**config.mk**
```make
export PLATFORM = sky130hd
export DESIGN_NAME = pac_life_ctrl
export DESIGN_NICKNAME = d
export VERILOG_FILES = /design/src/rtl/pac_life_ctrl.sv
export SDC_FILE = /design/constraint.sdc
export NUM_CORES = 1
export LEC_CHECK = 0
export ABC_CLOCK_PERIOD_IN_PS = 2700
export CAP_MARGIN = 15
export CORE_AREA = 10 10 61 63
export DETAILED_ROUTE_END_ITERATION = 7
export DIE_AREA = 0 0 71 73
export DONT_BUFFER_PORTS = 1
export PLACE_DENSITY = 0.82
export SYNTH_ARGS = -nofsm -noshare
export SYNTH_HDL_FRONTEND = slang
export SYNTH_SLANG_ARGS = --single-unit
```
**constraint.sdc**
```tcl
create_clock -name clk -period 2.7 [get_ports clk]
set_clock_uncertainty 0.05 [all_clocks]
set_input_delay 0.27 -clock clk [delete_from_list [all_inputs] [get_ports clk]]
set_output_delay 0.27 -clock clk [all_outputs]
set_load 0.02 [all_outputs]
```
**src/rtl/pac_life_ctrl.sv**
```systemverilog
// ---------------------------------------------------------------------------
// pac_life_ctrl
//
// Game-flow controller for the Pac-Man style game. It sits directly after the
// ghost-crash detector and sequences each round: a READY delay, PLAY, the
// DYING animation, a one-cycle RESPAWN, and finally OVER or WIN. All outputs
// are registered or decoded from registered state, so no input reaches an
// output combinationally.
//
// Ports:
//   clk        in   system clock
//   rst        in   synchronous, active-high reset
//   frame_tick in   one-cycle strobe per video frame
//   start      in   start button (level, debounced)
//   crash      in   Pac-Man/ghost collision flag (level)
//   all_eaten  in   all pellets consumed (level)
//   state      out  IDLE=0 READY=1 PLAY=2 DYING=3 RESPAWN=4 OVER=5 WIN=6
//   lives      out  remaining lives
//   freeze     out  1 = movers hold position (every state except PLAY)
//   respawn    out  1-cycle pulse: reload character start positions
//   invuln     out  crash immunity active
//   game_over  out  high while in OVER
//   win        out  high while in WIN
// ---------------------------------------------------------------------------
module pac_life_ctrl #(
  parameter int LIVES_INIT    = 3,
  parameter int READY_FRAMES  = 120,
  parameter int DEATH_FRAMES  = 60,
  parameter int INVULN_FRAMES = 90
) (
  input  logic       clk,
  input  logic       rst,
  input  logic       frame_tick,
  input  logic       start,
  input  logic       crash,
  input  logic       all_eaten,
  output logic [2:0] state,
  output logic [2:0] lives,
  output logic       freeze,
  output logic       respawn,
  output logic       invuln,
  output logic       game_over,
  output logic       win
);

  localparam logic [2:0] ST_IDLE    = 3'd0;
  localparam logic [2:0] ST_READY   = 3'd1;
  localparam logic [2:0] ST_PLAY    = 3'd2;
  localparam logic [2:0] ST_DYING   = 3'd3;
  localparam logic [2:0] ST_RESPAWN = 3'd4;
  localparam logic [2:0] ST_OVER    = 3'd5;
  localparam logic [2:0] ST_WIN     = 3'd6;

  localparam logic [2:0] LIVES_RELOAD = 3'(LIVES_INIT);
  localparam logic [7:0] READY_LAST   = 8'(READY_FRAMES - 1);
  localparam logic [7:0] DEATH_LAST   = 8'(DEATH_FRAMES - 1);
  localparam logic [7:0] INVULN_LAST  = 8'(INVULN_FRAMES - 1);

  logic [7:0] frame_cnt;
  logic [7:0] invuln_cnt;
  logic       invuln_pending;

  // Round sequencer. A frame_tick on a transition edge is consumed by the old
  // state; the new state always starts its counter from zero. invuln_pending
  // carries "this life came from a death" across RESPAWN/READY so that
  // immunity only begins once play resumes.
  always_ff @(posedge clk) begin
    if (rst) begin
      state          <= ST_IDLE;
      lives          <= LIVES_RELOAD;
      frame_cnt      <= 8'd0;
      invuln         <= 1'b0;
      invuln_cnt     <= 8'd0;
      invuln_pending <= 1'b0;
    end else begin
      case (state)
        ST_IDLE, ST_OVER, ST_WIN: begin
          lives          <= LIVES_RELOAD;
          invuln_pending <= 1'b0;
          invuln         <= 1'b0;
          frame_cnt      <= 8'd0;
          if (start) begin
            state <= ST_RESPAWN;
          end
        end

        ST_RESPAWN: begin
          state     <= ST_READY;
          frame_cnt <= 8'd0;
        end

        ST_READY: begin
          if (frame_tick) begin
            if (frame_cnt == READY_LAST) begin
              state     <= ST_PLAY;
              frame_cnt <= 8'd0;
              if (invuln_pending) begin
                invuln         <= 1'b1;
                invuln_cnt     <= 8'd0;
                invuln_pending <= 1'b0;
              end
            end else begin
              frame_cnt <= frame_cnt + 8'd1;
            end
          end
        end

        // Clearing the level beats a simultaneous crash; a crash only counts
        // when immunity is not active.
        ST_PLAY: begin
          if (all_eaten) begin
            state  <= ST_WIN;
            invuln <= 1'b0;
          end else if (crash && !invuln) begin
            state     <= ST_DYING;
            lives     <= (lives == 3'd0) ? 3'd0 : lives - 3'd1;
            frame_cnt <= 8'd0;
            invuln    <= 1'b0;
          end else if (invuln && frame_tick) begin
            if (invuln_cnt == INVULN_LAST) begin
              invuln <= 1'b0;
            end else begin
              invuln_cnt <= invuln_cnt + 8'd1;
            end
          end
        end

        ST_DYING: begin
          if (frame_tick) begin
            if (frame_cnt == DEATH_LAST) begin
              frame_cnt <= 8'd0;
              if (lives == 3'd0) begin
                state <= ST_OVER;
              end else begin
                state          <= ST_RESPAWN;
                invuln_pending <= 1'b1;
              end
            end else begin
              frame_cnt <= frame_cnt + 8'd1;
            end
          end
        end

        // Unused encoding: fall back to a clean idle.
        default: begin
          state          <= ST_IDLE;
          frame_cnt      <= 8'd0;
          invuln         <= 1'b0;
          invuln_pending <= 1'b0;
        end
      endcase
    end
  end

  assign freeze    = (state != ST_PLAY);
  assign respawn   = (state == ST_RESPAWN);
  assign game_over = (state == ST_OVER);
  assign win       = (state == ST_WIN);

endmodule

```
==> out/qor.yml <==
outcome:
  status: "finished clean"
drt:
  wl_per_cell_um: 16.0
  drt_iter0_drc: 191
  viasPerCell: 6.28
  wl_met1_mm: 1.48
  wl_mm: 3.27
  drc: 0
  vias: 1282
  drtAntennaViolNets: 0
  wl_met2_mm: 1.47
  wl_met3_um: 281
  top_layer: "met4"
  drt_pass1_iterations: 4
timing:
  fin_tns_setup_ns: 0
  post-route-min-period_ns: 2.40
  fin_ws_ns: 0.302
  timing.final.max_slew_violations: 0
  finalHoldViolCount: 0
  fin_crit_sh_pct: 88.8
  setup-violations-final: 0
  whs_ns: 0.0749
  fmax_mhz: 417
  rsz0062_at_grt: "false"
  relSlewSlack_pct: 48.0
  tightest_slew_ns: 0.773
power_and_ir_drop:
  ir_drop_mv: 0.517
  leakage_nw: 0.522
  clkPwrFrac_pct: 29.5
  cellPowerDensity_nw_per_um2: 610
  p_seq_share_pct: 47.5
  p_int_mw: 0.600
  p_switching_mw: 0.304
  p_sw_share_pct: 33.6
  combPwrFrac_pct: 23.0
  power_mw: 0.904
critical_path:
  start_kind: "register"
  r2r_start: "frame_cnt[0]"
  endpoint_kind: "register"
  worstPathArrival_ns: 2.58
  endpoint: "state[0]"
  required_ns: 2.88
  cp-startpoint: "frame_cnt[0]"
  r2r-end: "state[0]"
  path_class: "register to register"
  cp_max_fo: 6
  reg2reg_setup_slack_ns: 0.30
  reg2reg_depth: 6
synthesis:
  synth_flop_cell: "dfxtp_1"
  yosysTopAreaCell: "dfxtp_1"
  synth_xor_area_share_pct: 6.33
  synth_cell_types: 45
  yosysTopAreaCellShare_pct: 34.7
  synth_area_leaders: "dfxtp_1 35%, xor2_1 5.7%, a21oi_1 4.7%, nand3_1 4.3%, nor2_1 4.1%"
  synthMuxAreaShare_pct: 0.814
  synth_area_um2: 1380
  ys_seq_elements: 24
  avgSynthCellArea_um2: 8.05
  synth_adder_area_share_pct: 2.71
  synth-edff-count: 0
  ys_warn_count: 0
  synth_top_family_by_area: "simple AND/OR/NAND/NOR gates"
  yosysSeqAreaShare_pct: 34.7
  synth-simple-area-share_pct: 32.2
  synth_compound_area_share_pct: 19.4
  synthCells: 172
  syn_nets: 181
  async_flop_share_pct: 0
global_routing:
  grt_first_pass_wirelength_mm: 5.58
  grt_usage_pct: 12.6
  overflow: 0
  antenna_found_initial: 0
  first_global_vias: 1217
  grt_max_degree: 19
clock_tree:
  cts.path.max_buffers: 2
  cts_buffers: 3
  h-tree-depth: 1
  cts_tree: "built"
  post-cts-setup-buffer-count: 0
  cts_root_buf: "clkbuf_4"
  cts.sinks: 24
  clk_pin_slew_worst_paths_ns: 0.14
  cts.repair.resized: 0
  clk_latency_ns: 0.33
die:
  ios: 17
  die_w_um: 71
  start_util_pct: 52.9
  core_um2: 2620
  die_area_um2: 5180
  rows: 19
  die_h_um: 73
cells_and_area:
  layout_commonest_cell: "dfxtp_1"
  final_cell_mix: "24 x dfxtp_1, 15 x nor2_1, 13 x a21oi_1"
  layout-drive-gt1-share_pct: 8.09
  area.growth.synth_to_final_pct: 7.05
  multi_input_area_um2: 851
  regArea_um2: 480
  fillers: 228
  antenna_cells: 0
  final_cells: 204
  nNetsFinal: 183
placement:
  routabilityCongestion: 0.848
  hpwl_mm: 2.39
  pre_cts_ws_ns: 0.427
  io_buffers: 0
  dp.cells: 199
worst_hold_path:
  hp-class: "input port to register"
job:
  cap_violations: 0
[metrics by stage]
step	utilization (%)	area, um2
after floorplan	-	1380
after global placement	54.3	1420
after detailed placement	54.3	1420
after CTS	56.7	1480
after global routing	56.7	1480
final	56.7	1480
[how the worst min path moves through the flow]
stage                             from            to  slack (ns)  cells after the start
final                              rst  frame_cnt[4]        0.07                      2
after CTS                          rst  frame_cnt[4]        0.08                      2
after global placement             rst  frame_cnt[1]        0.29                      1
after detailed placement           rst  frame_cnt[1]        0.30                      1
after global routing               rst  frame_cnt[4]        0.09                      2
after floorplan           frame_cnt[1]  frame_cnt[1]        0.40                      2
[synth_stat cells, drive strengths merged, types with 2 or more instances]
library cell	count
or2	2
a21oi	13
or4b	2
or3	2
nand2b	4
buf	4
and2	2
ha	3
nand2	12
nor4	2
nor3b	4
a211oi	2
dfxtp	24
o211ai	4
nand3	12
xor2	9
a31oi	2
nand4	4
o31ai	2
nor3	12
inv	5
o21ai	6
nand4b	2
and3	3
clkbuf	4
nor2	15
a21o	2
[routing by layer]
layer  up-vias  track usage [%]
met1       595             15.2
met5         -                0
met4         0             5.38
li1        633                -
met2        50             20.6
met3         4             3.40
[critical path, cell delays in order (launching register included)]
cell and delay, ns:
dfxtp_1 0.40, ha_1 0.27, nand3_1 0.10, nor4_1 0.60, o21ai_1 0.30, nor3_2 0.25, mux2_1 0.33
[power groups by stage]
stage	Clock (mW)	Combinational, mW	Sequential, mW
after floorplan	0	0.181	0.407
after global placement	0	0.194	0.435
after detailed placement	0	0.201	0.436
after CTS	0.267	0.205	0.428
after global routing	0.281	0.229	0.433
final	0.267	0.208	0.430
[cell families after synthesis]
family	after synthesis
muxes	1
and+or+nand+nor	82
DFF	24
xor gates and xnor gates	10
AOI/OAI and AO/OA	39
buffers and inverters	13
adders and majority gates	3
[registers in the layout, indices dropped and copies added, names as in the netlist]
name,count
invuln_cnt,8
state,3
frame_cnt,8
invuln_pending,1
invuln,1
lives,3
[cell type report]
| cell class | count | area share, % |
|---|---|---|
| multi-input combinational | 135 | 57.4 |
| sequential | 24 | 32.4 |
| timing repair buffer | 5 | 2.70 |
| tap | 31 | 2.62 |
| clock inverter | 1 | 2.03 |
| clock buffer | 3 | 1.52 |
| inverter | 5 | 1.27 |
[repair_timing]
item	in CTS	in global routing
hold buffers	1	0
hold endpoints to repair	12	0
endpoints found under the setup margin	0	0
No activity file was read; power rests on OpenSTA's default activity.
